[src/rtl/game_ctrl.sv]
// Game state controller: start/restart sequencing, collision detection, score and high score.
// Latency: state, score and enable update one clk after the cause is sampled; start_btn reaches the FSM on the 3rd edge.
// No backpressure: pure sampled inputs. Optional pause support is built when PAUSE_EN is defined.
module game_ctrl #(
  parameter int BIRD_X   = 100,
  parameter int BIRD_W   = 20,
  parameter int BIRD_H   = 20,
  parameter int PIPE_W   = 60,
  parameter int HOLD_CYC = 1000
) (
  input  logic               clk,
  input  logic               rst,
  input  logic               start_btn,
`ifdef PAUSE_EN
  input  logic               pause_btn,
`endif
  input  logic signed [10:0] y_coord,
  input  logic        [10:0] pipe_x,
  input  logic        [10:0] gap_bot,
  input  logic        [10:0] gap_top,
  output logic        [1:0]  state,
  output logic               enable,
  output logic        [1:0]  fall_accel,
  output logic        [7:0]  score,
  output logic        [7:0]  hi_score
);

  typedef enum logic [1:0] {
    S_IDLE  = 2'd0,
    S_READY = 2'd1,
    S_PLAY  = 2'd2,
    S_OVER  = 2'd3
  } state_t;

  localparam int HW = (HOLD_CYC > 1) ? $clog2(HOLD_CYC) : 1;

  // Geometry constants widened to the 12-bit signed collision domain.
  localparam logic signed [11:0] BX = 12'(BIRD_X);
  localparam logic signed [11:0] BW = 12'(BIRD_W);
  localparam logic signed [11:0] BH = 12'(BIRD_H);
  localparam logic signed [11:0] PW = 12'(PIPE_W);

  state_t cur, nxt;

  logic [2:0]          st_sync;
  logic                start_edge;
  logic [HW-1:0]       hold_cnt;
  logic                paused;
  logic                paused_nxt;

  logic signed [11:0]  y_s, px_s, gb_s, gt_s, pr_s, prev_pr;
  logic                overlap, outside_gap, hit, hit_eff, pass;

  // Two-flop synchronizer plus delay flop; edge is one cycle per press.
  always_ff @(posedge clk) begin
    if (rst) st_sync <= '0;
    else     st_sync <= {st_sync[1:0], start_btn};
  end

  assign start_edge = st_sync[1] & ~st_sync[2];

  // Sign/zero extend everything to 12 bits so the sums below cannot wrap.
  assign y_s  = {y_coord[10], y_coord};
  assign px_s = {1'b0, pipe_x};
  assign gb_s = {1'b0, gap_bot};
  assign gt_s = {1'b0, gap_top};
  assign pr_s = px_s + PW;

  assign overlap     = (px_s <= BX + BW) && (pr_s >= BX);
  assign outside_gap = (y_s < gb_s) || (y_s + BH > gt_s);
  assign hit         = (y_s <= 12'sd0) || (overlap && outside_gap);
  assign hit_eff     = hit & ~paused;

  // Pipe right edge from the previous cycle, for detecting the crossing of the bird.
  always_ff @(posedge clk) begin
    if (rst) prev_pr <= '0;
    else     prev_pr <= pr_s;
  end

  assign pass = (pr_s < BX) && (prev_pr >= BX);

`ifdef PAUSE_EN
  logic [2:0] ps_sync;
  logic       pause_edge;

  // Pause button synchronizer, same structure as the start path.
  always_ff @(posedge clk) begin
    if (rst) ps_sync <= '0;
    else     ps_sync <= {ps_sync[1:0], pause_btn};
  end

  assign pause_edge = ps_sync[1] & ~ps_sync[2];

  // Toggle pause only while playing; leaving PLAY always unpauses.
  always_comb begin
    paused_nxt = paused;
    if (nxt != S_PLAY)                      paused_nxt = 1'b0;
    else if (cur == S_PLAY && pause_edge)   paused_nxt = ~paused;
  end

  // Pause flag register.
  always_ff @(posedge clk) begin
    if (rst) paused <= 1'b0;
    else     paused <= paused_nxt;
  end
`else
  assign paused     = 1'b0;
  assign paused_nxt = 1'b0;
`endif

  // Game state register.
  always_ff @(posedge clk) begin
    if (rst) cur <= S_IDLE;
    else     cur <= nxt;
  end

  // Next-state decode; start presses during PLAY fall through untouched.
  always_comb begin
    nxt = cur;
    case (cur)
      S_IDLE:  if (start_edge)                   nxt = S_READY;
      S_READY: if (start_edge)                   nxt = S_PLAY;
      S_PLAY:  if (hit_eff)                      nxt = S_OVER;
      S_OVER:  if (start_edge && hold_cnt == '0) nxt = S_READY;
      default:                                   nxt = S_IDLE;
    endcase
  end

  // Score: cleared entering READY, counts passes in PLAY unless the same cycle ends the game.
  always_ff @(posedge clk) begin
    if (rst)
      score <= 8'd0;
    else if (nxt == S_READY && cur != S_READY)
      score <= 8'd0;
    else if (cur == S_PLAY && nxt == S_PLAY && !paused && pass && score != 8'hFF)
      score <= score + 8'd1;
  end

  // High score captured at game end.
  always_ff @(posedge clk) begin
    if (rst)
      hi_score <= 8'd0;
    else if (cur == S_PLAY && nxt == S_OVER && score > hi_score)
      hi_score <= score;
  end

  // Restart lockout: counts down from entry into OVER.
  always_ff @(posedge clk) begin
    if (rst)
      hold_cnt <= '0;
    else if (cur != S_OVER && nxt == S_OVER)
      hold_cnt <= HW'(HOLD_CYC - 1);
    else if (cur == S_OVER && hold_cnt != '0)
      hold_cnt <= hold_cnt - HW'(1);
  end

  // Physics enable registered from the next state so it aligns with state.
  always_ff @(posedge clk) begin
    if (rst) enable <= 1'b0;
    else     enable <= (nxt == S_PLAY) && !paused_nxt;
  end

  assign state      = cur;
  assign fall_accel = (score[7:6] != 2'b00) ? 2'd3 : score[5:4];

endmodule

[config.mk]
export PLATFORM = sky130hd
export DESIGN_NAME = game_ctrl
export DESIGN_NICKNAME = d
export VERILOG_FILES = /design/src/rtl/game_ctrl.sv
export SDC_FILE = /design/constraint.sdc
export NUM_CORES = 1
export LEC_CHECK = 0
export ABC_CLOCK_PERIOD_IN_PS = 4000
export BUFFER_PORTS_ARGS = -buffer_cell sky130_fd_sc_hd__buf_2
export CORE_ASPECT_RATIO = 0.7
export CORE_UTILIZATION = 50
export CTS_CLUSTER_DIAMETER = 40
export CTS_CLUSTER_SIZE = 24
export DETAILED_ROUTE_END_ITERATION = 16
export PLACE_DENSITY = 0.83
export SETUP_SLACK_MARGIN = 0.5
export SLEW_MARGIN = 20
export SYNTH_ARGS = -nofsm -noshare
export SYNTH_HDL_FRONTEND = slang
export SYNTH_SLANG_ARGS = --single-unit
export TNS_END_PERCENT = 20
[constraint.sdc]
create_clock -name clk -period 4 [get_ports clk]
set_clock_uncertainty 0.15 [all_clocks]
set_input_delay 0.2 -clock clk [delete_from_list [all_inputs] [get_ports clk]]
set_output_delay 0.2 -clock clk [all_outputs]
set_load 0.01 [all_outputs]
==> results.cfg, run 1 <==
[outcome]
status = complete, no violations

[final_layout]
diodes = 0
nets = 509
layout_commonest_cell = buf_2
syn_to_final_growth_pct = 17.6
seqCellArea_sq_um = 841
utilization = 0.632
fillers = 447
fin_cells = 499
multi_input_area_sq_mm = 0.00187
final_cell_mix = buf_2 (67), inv_1 (43), dfxtp_1 (42), ha_1 (36), a21oi_1 (30)
final_area_sq_mm = 0.00342
layout-drive-gt1-share = 0.208

[floorplan]
placementRows = 22
fp.dieArea_sq_mm = 0.00614
initial_core_util = 0.537
dieHeight_um = 65.8
die_w_um = 93.2
coreArea_sq_mm = 0.00542
ios = 68

[synth]
synth_edf_count = 0
synth-seq-cells = 42
ys_seq_area_frac = 0.289
ys.warnings.count = 0
synthesis.nets = 446
synth_cell_type_count = 48
syn_avg_cell_area_sq_um = 8.02
yosys_most_used_dff = dfxtp_1
async_flop_share = 0
postSynthCellCount = 363
netlist_area_sq_mm = 0.00291

[cts]
cts-root-buf = clkbuf_8
clk_path_buf_depth = 2
numCtsBuffers = 5
cts_sinks = 42
clock_latency_ns = 0.30
clk_pin_slew_worst_paths_ns = 0.08
cts_tree = built
htreeDepth = 2
cts_setup_buffers = 0

[sta]
tightest_slew_ns = 0.830
tns_ns = 0
setup_violations = 0
period_share = 0.817
fmax_mhz = 306
fin_ws_ns = 0.731
timing.final.hold_violations = 0
fin_hold_ws_ns = 0.0675
relSlewSlack = 0.445
slew_viol_final = 0
rsz0062_at_grt = false
period_needed_ns = 3.27

[run]
max_cap_viol_count = 0

[power_and_ir_drop]
p_clk_frac = 0.361
p_switching_uw = 246
switching_share = 0.265
combPwrFrac = 0.174
total_power_uw = 929
intPower_uw = 683
peakVddDrop_mv = 0.169
seqPwrFrac = 0.465
power.density_mw_per_mm2 = 271
p_leak_nw = 1.56

[grt]
grt_max_degree = 35
antenna_found_initial = 0
grt_pass1_wl_um = 11600
grt.total_usage = 0.238
grt.overflow.total = 0
grt_pass1_vias = 2481

[placed_design]
placed_area_sq_mm = 0.00327
port_buffers = 67
place_congestion = 0.918
dp_slack_ns = 0.479
dp_cells = 488
hpwl_um = 5330

[critical_path]
start_kind = input pin
arrival_ns = 3.34
worstSetupPathType = input pin to register
cp_max_fo = 16
worstPathRequired_ns = 4.08
endpoint_kind = register

[route]
ant_nets = 0
wl_um = 7030
drc = 0
routedWlPerCell_um = 14.1
drt_iter0_drc = 154
viasPerCell = 5.60
num_vias = 2792
firstDrtPassIters = 5

[hold_path]
hp-class = input pin to register
-- layer usage --
layer,GRT usage,up-vias,share of wire
li1,-,1407,-
met1,0.335,1273,0.49
met2,0.364,100,0.43
met3,0.0517,12,0.067
met4,0.0692,0,0.015
met5,0,-,0
-- layout make-up --
| cell class | instances | share of cell area |
|---|---|---|
| clock buffer | 6 | 0.0212 |
| multi-input combinational | 265 | 0.545 |
| tap | 72 | 0.0263 |
| clock inverter | 2 | 0.0110 |
| inverter | 43 | 0.0471 |
| timing repair buffer | 69 | 0.104 |
| sequential | 42 | 0.246 |
-- power groups by stage --
| stage | combinational, mW | clock (mW) | sequential [mW] |
|---|---|---|---|
| 2_1_floorplan | 0.103 | 0 | 0.441 |
| 3_3_place_gp | 0.148 | 0 | 0.441 |
| 3_5_place_dp | 0.154 | 0 | 0.442 |
| 4_1_cts | 0.157 | 0.337 | 0.432 |
| 5_1_grt | 0.184 | 0.355 | 0.433 |
| 6_report | 0.162 | 0.335 | 0.432 |
-- critical path: stages --
cell,delay (ns)
dlygate4sd3_1,0.53
buf_2,0.16
inv_1,0.08
ha_1,0.23
or3b_2,0.51
nand4_1,0.12
a222oi_1,0.12
o22ai_1,0.28
o41ai_2,0.19
a22o_2,0.41
or3_1,0.38
a21oi_1,0.12
-- cell usage after synthesis, types with 2 or more instances --
| cell | count | area, sq um |
|---|---|---|
| a21o_1 | 5 | 37.5 |
| mux2i_1 | 2 | 20.0 |
| dfxtp_1 | 42 | 841 |
| nor4b_1 | 2 | 17.5 |
| nor2_1 | 26 | 97.6 |
| xnor2_1 | 12 | 105 |
| o41ai_1 | 2 | 17.5 |
| buf_2 | 2 | 10.0 |
| nor3_1 | 10 | 50.1 |
| a211oi_1 | 3 | 22.5 |
| a2111oi_0 | 2 | 17.5 |
| a211o_1 | 3 | 26.3 |
| nand4_1 | 12 | 75.1 |
| o2111ai_1 | 2 | 17.5 |
| nor2b_1 | 4 | 25.0 |
| nand2_1 | 18 | 67.6 |
| nor4_1 | 3 | 18.8 |
| and3_1 | 3 | 18.8 |
| nand2b_1 | 7 | 43.8 |
| ha_1 | 36 | 450 |
| o211ai_1 | 3 | 22.5 |
| nand3_1 | 15 | 75.1 |
| o21ai_0 | 17 | 85.1 |
| and2_1 | 4 | 25.0 |
| clkbuf_1 | 9 | 33.8 |
| buf_4 | 2 | 15.0 |
| nor3b_1 | 2 | 15.0 |
| or2_2 | 2 | 12.5 |
| inv_1 | 43 | 161 |
| a21oi_1 | 30 | 150 |
| a31o_2 | 4 | 35.0 |
| xor2_1 | 11 | 96.3 |
| or3_1 | 10 | 62.6 |
-- flip-flops by register name, indices dropped and copies added (netlist names) --
register and count:
enable 1, hi_score 8, hold_cnt 10, prev_pr 10, score 8, st_sync 3
state 2
-- timing repair --
action / in CTS / in global routing
endpoints found under the setup margin: 0 / 9
hold endpoints to repair: 2 / 0
hold buffers: 2 / 0
gates resized for setup: 0 / 3
-- final timing paths --
check                 to  cells after the start  slack, ns   startpoint
max          hi_score[5]                     12       0.73    pipe_x[2]
min          prev_pr[11]                      3       0.07   pipe_x[10]
max reg2reg     score[0]                      7       1.14  hold_cnt[4]
min reg2reg   st_sync[1]                      1       0.31   st_sync[0]
-- cells by family (layout without fill, tap and decap cells) --
kind of cell | after synthesis | count (layout) | share of synthesized area
AOI/OAI and AO/OA | 79 | 80 | 0.176
xor gates and xnor gates | 23 | 23 | 0.0692
muxes | 2 | 2 | 0.00688
and+or+nand+nor | 124 | 124 | 0.225
DFF | 42 | 42 | 0.289
buffers and inverters | 57 | 120 | 0.0795
adders and majority gates | 36 | 36 | 0.155
Note: power is estimated with default switching activity, not from simulation.
==> inputs of run 2 (changes only) <==
ABC_AREA = 1   (was not set)
ABC_CLOCK_PERIOD_IN_PS = 3300   (was 4000)
PLACE_DENSITY = 0.82   (was 0.83)
clock period = 3.3 ns   (was 4 ns; I/O delays follow)
==> results.cfg, run 2 <==
[outcome]
status = complete, but fails checks
failed_checks = design-rule violations

[synth]
synth-seq-cells = 42
netlist_area_sq_mm = 0.00322
synthTopCellsByCount = nand2_1 (93), inv_1 (90), nor2_1 (50)
synth_cell_type_count = 39
netlist.area_leader.share = 0.261
syn_avg_cell_area_sq_um = 6.71
synth_edf_count = 0
synthesis.nets = 562
postSynthCellCount = 479
ys_seq_area_frac = 0.261
ys_top_cells_by_area = dfxtp_1 (26%), ha_1 (14%), nand2_1 (11%), inv_1 (11%), nor2_1 (5.8%)
yosys_most_used_dff = dfxtp_1
ys.warnings.count = 0
synth.largest_area_cell = dfxtp_1
yosysMostFrequentCell = nand2_1
async_flop_share = 0

[hold_path]
hp-class = input pin to register
worstHoldPathCells = 3
worst_hold_path.endpoint = prev_pr[9]
hold_start = pipe_x[9]

[sta]
period_needed_ns = 2.54
relSlewSlack = 0.550
rsz0062_at_grt = false
tns_ns = 0
fin_hold_ws_ns = 0.0127
fmax_mhz = 394
slew_viol_final = 0
period_share = 0.769
tightest_slew_ns = 0.671
timing.final.hold_violations = 0
setup_violations = 0

[critical_path]
reg2reg_from = hold_cnt[0]
crit_start = pipe_x[2]
arrival_ns = 2.58
reg2reg_depth = 13
r2r-end = hold_cnt[9]
regToRegSetupSlack_ns = 0.98
worstPathRequired_ns = 3.34
cp_max_fo = 10
start_kind = input pin
endpoint_kind = register
worstSetupPathType = input pin to register

[final_layout]
largest_registers = hold_cnt: 10 flops, prev_pr: 10 flops
nets = 634
fillers = 582
layout_commonest_cell = nand2_1
layout-drive-gt1-share = 0.205
final_cell_mix = nand2_1 (93), inv_1 (89), buf_2 (67), nor2_1 (50), dfxtp_1 (42)
fin_cells = 630
diodes = 0
syn_to_final_growth_pct = 17.5
final_area_sq_mm = 0.00378
utilization = 0.608

[power_and_ir_drop]
power.density_mw_per_mm2 = 304
p_switching_uw = 321
switching_share = 0.280
p_leak_nw = 1.92
p_clk_frac = 0.355
combPwrFrac = 0.190
seqPwrFrac = 0.456
peakVddDrop_mv = 0.259
intPower_uw = 828

[grt]
grt.total_usage = 0.228
grt_max_degree = 25
grt_pass1_vias = 3006
grt.overflow.total = 0
grt_pass1_wl_um = 12900
antenna_found_initial = 0

[placed_design]
place_congestion = 0.865
port_buffers = 67
placed_area_sq_mm = 0.00363
hpwl_um = 5890
dp_cells = 620

[cts]
clk_pin_slew_worst_paths_ns = 0.08
cts_sinks = 42
cts_setup_buffers = 0
clock_latency_ns = 0.30
cts_tree = built
clk_path_buf_depth = 2
numCtsBuffers = 5
htreeDepth = 2
cts-root-buf = clkbuf_8

[route]
ant_nets = 0
num_vias = 3283
firstDrtPassIters = 11
drc = 10
viasPerCell = 5.21
routedWlPerCell_um = 11.7
wl_um = 7390
drt_iter0_drc = 160

[floorplan]
dieHeight_um = 69.1
placementRows = 24
ios = 68
coreArea_sq_mm = 0.00622
die_w_um = 97.9
initial_core_util = 0.517
fp.dieArea_sq_mm = 0.00676

[run]
max_cap_viol_count = 0
[run 2: worst max-delay path by stage]
| stage | to | slack [ns] | cells past startpoint |
|---|---|---|---|
| 2_1_floorplan | score[0] | 1.09 | 16 |
| 3_3_place_gp | enable | 0.69 | 17 |
| 3_5_place_dp | enable | 0.51 | 20 |
| 4_1_cts | score[1] | 0.63 | 15 |
| 5_1_grt | hi_score[0] | 0.55 | 18 |
| 6_report | hold_cnt[4] | 0.76 | 15 |
[run 2: per-layer routing]
layer / vias up / GRT usage / routed length, um / part of all wire
met5: - / 0 / 0 / 0
met4: 0 / 0.0539 / 69 / 0.0093
met3: 12 / 0.0436 / 464 / 0.063
met2: 114 / 0.376 / 3390 / 0.46
met1: 1464 / 0.306 / 3470 / 0.47
li1: 1693 / - / - / -
[run 2: area by class of cell]
type                    instances  area [sq um]  area share
clock buffers                   5          68.8      0.0182
inverters                      92           345      0.0914
well taps                      78          97.6      0.0258
multi-input cells             340          2020       0.535
clock inverters                 3          40.0      0.0106
repair buffers                 70           363      0.0961
flip-flops and latches         42           841       0.223
[run 2: power by group through the flow]
| stage | Sequential (mW) | Combinational, mW | Clock [mW] |
|---|---|---|---|
| floorplan | 0.535 | 0.140 | 0 |
| global placement | 0.535 | 0.204 | 0 |
| detailed placement | 0.535 | 0.213 | 0 |
| CTS | 0.523 | 0.216 | 0.414 |
| global route | 0.525 | 0.251 | 0.433 |
| finish | 0.523 | 0.218 | 0.407 |
[run 2: logic make-up (layout without fill, tap and decap cells)]
kind of cell,count (synthesis),count (layout),share of synthesized area
DFF,42,42,0.261
buffers and inverters,97,170,0.115
AOI/OAI and AO/OA,54,54,0.0965
xor gates and xnor gates,14,14,0.0381
and+or+nand+nor,236,236,0.349
adders and majority gates,36,36,0.140
[run 2: worst max-delay path, cell delays in order]
cell and delay, ns:
dlygate4sd3_1 0.53, buf_2 0.14, inv_2 0.09, ha_2 0.21, nand2_1 0.11, nand2_2 0.10, nand2_1 0.10, nor3_2 0.20
nand3_1 0.14, a21oi_4 0.23, nand2_2 0.09, nand3_4 0.14, nand2_2 0.17, nand2_2 0.12, a21oi_1 0.05
[run 2: through the flow]
| step | setup slack (ns) | power [mW] |
|---|---|---|
| after global placement | 0.693 | 0.739 |
| after detailed placement | 0.510 | 0.749 |
| after floorplan | 1.09 | 0.675 |
| after CTS | 0.625 | 1.15 |
| after global routing | 0.552 | 1.21 |
| final | 0.761 | 1.15 |
[run 2: timing repair]
item,in CTS,in global routing
hold buffers,2,0
resized for setup,0,5
endpoints found under the setup margin,0,26
endpoints found under the hold margin,2,0
==> inputs of run 3 (changes only) <==
ABC_AREA = 0   (was 1)
ABC_CLOCK_PERIOD_IN_PS = 2050   (was 3300)
CORE_UTILIZATION = 49   (was 50)
PLACE_DENSITY = 0.85   (was 0.82)
clock period = 2.05 ns   (was 3.3 ns; I/O delays follow)
==> results.cfg, run 3 (synthesis gave the netlist of run 1 again) <==
[outcome]
status = complete, but fails checks
failed_checks = negative setup slack

[cts]
cts_sinks = 42
htreeDepth = 2
clk_pin_slew_worst_paths_ns = 0.08
clock_latency_ns = 0.31
cts_tree = built
cts-root-buf = clkbuf_8
clk_path_buf_depth = 2
numCtsBuffers = 5

[grt]
grtUsageMet1 = 0.413
grt_pass1_vias = 3394
gr-usage-met2 = 0.544
grt.total_usage = 0.343
grt_max_degree = 20
grt_pass1_wl_um = 16300
use_met3 = 0.0959
grt.overflow.total = 0
busiest_layer = met2
antenna_found_initial = 0

[power_and_ir_drop]
total_power_mw = 1.87
intPower_mw = 1.31
p_leak_nw = 1.99
p_clk_frac = 0.280
p_switching_uw = 564
power.density_mw_per_mm2 = 446
switching_share = 0.301
combPwrFrac = 0.269
seqPwrFrac = 0.450
peakVddDrop_mv = 0.225

[sta]
timing.final.hold_violations = 0
relSlewSlack = 0.427
slew_viol_final = 0
rsz0062_at_grt = true
period_needed_ns = 3.05
tightest_slew_ns = 0.856
fin_ws_ns = -1.00
tns_ns = -20.65
fmax_mhz = 328
period_share = 1.49
fin_hold_ws_ns = 0.0381
setup_violations = 28

[floorplan]
placementRows = 23
fp.dieArea_sq_mm = 0.00626
initial_core_util = 0.508
coreArea_sq_mm = 0.00573
ios = 68
die_w_um = 94.1
dieHeight_um = 66.5

[critical_path]
reg2reg_from = hi_score[1]
arrival_ns = 3.11
worstPathRequired_ns = 2.11
slowest_stage = or3_1
endpoint_kind = register
regToRegSetupSlack_ns = -1.00
path_cells = inv_1 -> ha_1 -> nor2b_1 -> o21ai_0 -> nand2b_1 -> a21oi_1 -> o21ai_0 -> o211ai_1 -> or3_1 -> a21oi_1
cp_max_fo = 12
r2r-end = hi_score[3]
reg2reg_depth = 10
start_kind = register
cpPeakStageDelay_ns = 0.50
worstSetupPathType = register to register

[route]
ant_nets = 0
firstDrtPassIters = 8
drc = 0
wl_um = 11400
routedWlPerCell_um = 19.6
num_vias = 3614
viasPerCell = 6.19
drt_iter0_drc = 591

[placed_design]
dp_slack_ns = -1.08
placed_area_sq_mm = 0.00388
hpwl_um = 6470
place_congestion = 0.897
port_buffers = 67
dp_cells = 567

[final_layout]
utilization = 0.733
final_cell_mix = buf_4 (78), buf_2 (62), inv_1 (42), dfxtp_1 (42), ha_1 (35)
layout_commonest_cell = buf_4
diodes = 0
multi_input_area_sq_mm = 0.00198
layout-drive-gt1-share = 0.375
seqCellArea_sq_um = 841
largest_registers = hold_cnt: 10 flops, prev_pr: 10 flops
nets = 592
final_area_sq_mm = 0.00420
syn_to_final_growth_pct = 44.2
fillers = 351
fin_cells = 584

[hold_path]
hold_start = rst
worstHoldPathCells = 2
hp-class = input pin to register
worst_hold_path.endpoint = prev_pr[4]

[run]
max_cap_viol_count = 0
==> run 3: routing by layer <==
metal / part of all wire / routed length [um] / up-vias
met3: 0.11 / 1210 / 76
met4: 0.053 / 612 / 0
met1: 0.40 / 4530 / 1656
met2: 0.45 / 5100 / 307
li1: - / - / 1575
met5: 0 / 0 / -
==> run 3: power groups by stage <==
stage          clock, mW  sequential [mW]  combinational (mW)
4_1_cts            0.508            0.843               0.447
6_report           0.525            0.844               0.505
3_5_place_dp           0            0.860               0.392
3_3_place_gp           0            0.860               0.374
2_1_floorplan          0            0.860               0.210
5_1_grt            0.550            0.845               0.539
==> run 3: critical path: cells and delay by family, from the launching register on <==
family          cells  cell delay (ns)
compound gates      5             1.19
flops               1             0.36
simple gates        3             0.89
buf+inv             1             0.06
fa+ha+maj           1             0.30
==> run 3: how the worst max path moves through the flow <==
| stage | startpoint | to | cells after the start |
|---|---|---|---|
| 6_report | hi_score[1] | hi_score[3] | 10 |
| 5_1_grt | y_coord[6] | hi_score[1] | 15 |
| 4_1_cts | y_coord[2] | score[0] | 14 |
| 3_5_place_dp | y_coord[3] | hi_score[4] | 14 |
| 3_3_place_gp | y_coord[3] | hi_score[1] | 14 |
| 2_1_floorplan | y_coord[2] | score[0] | 13 |
==> run 3: final cells by class <==
cell class | count | area share
multi-input combinational | 264 | 0.473
timing repair buffer | 153 | 0.247
sequential | 42 | 0.200
inverter | 43 | 0.0393
tap | 75 | 0.0223
clock buffer | 7 | 0.0182
==> run 3: what timing repair did <==
item	4_1_cts	5_1_grt
setup buffers	5	1
pin swaps	22	11
endpoints found under the setup margin	29	31
hold buffers	3	0
endpoints found under the hold margin	3	0
gates cloned	1	0
gates resized for setup	32	17
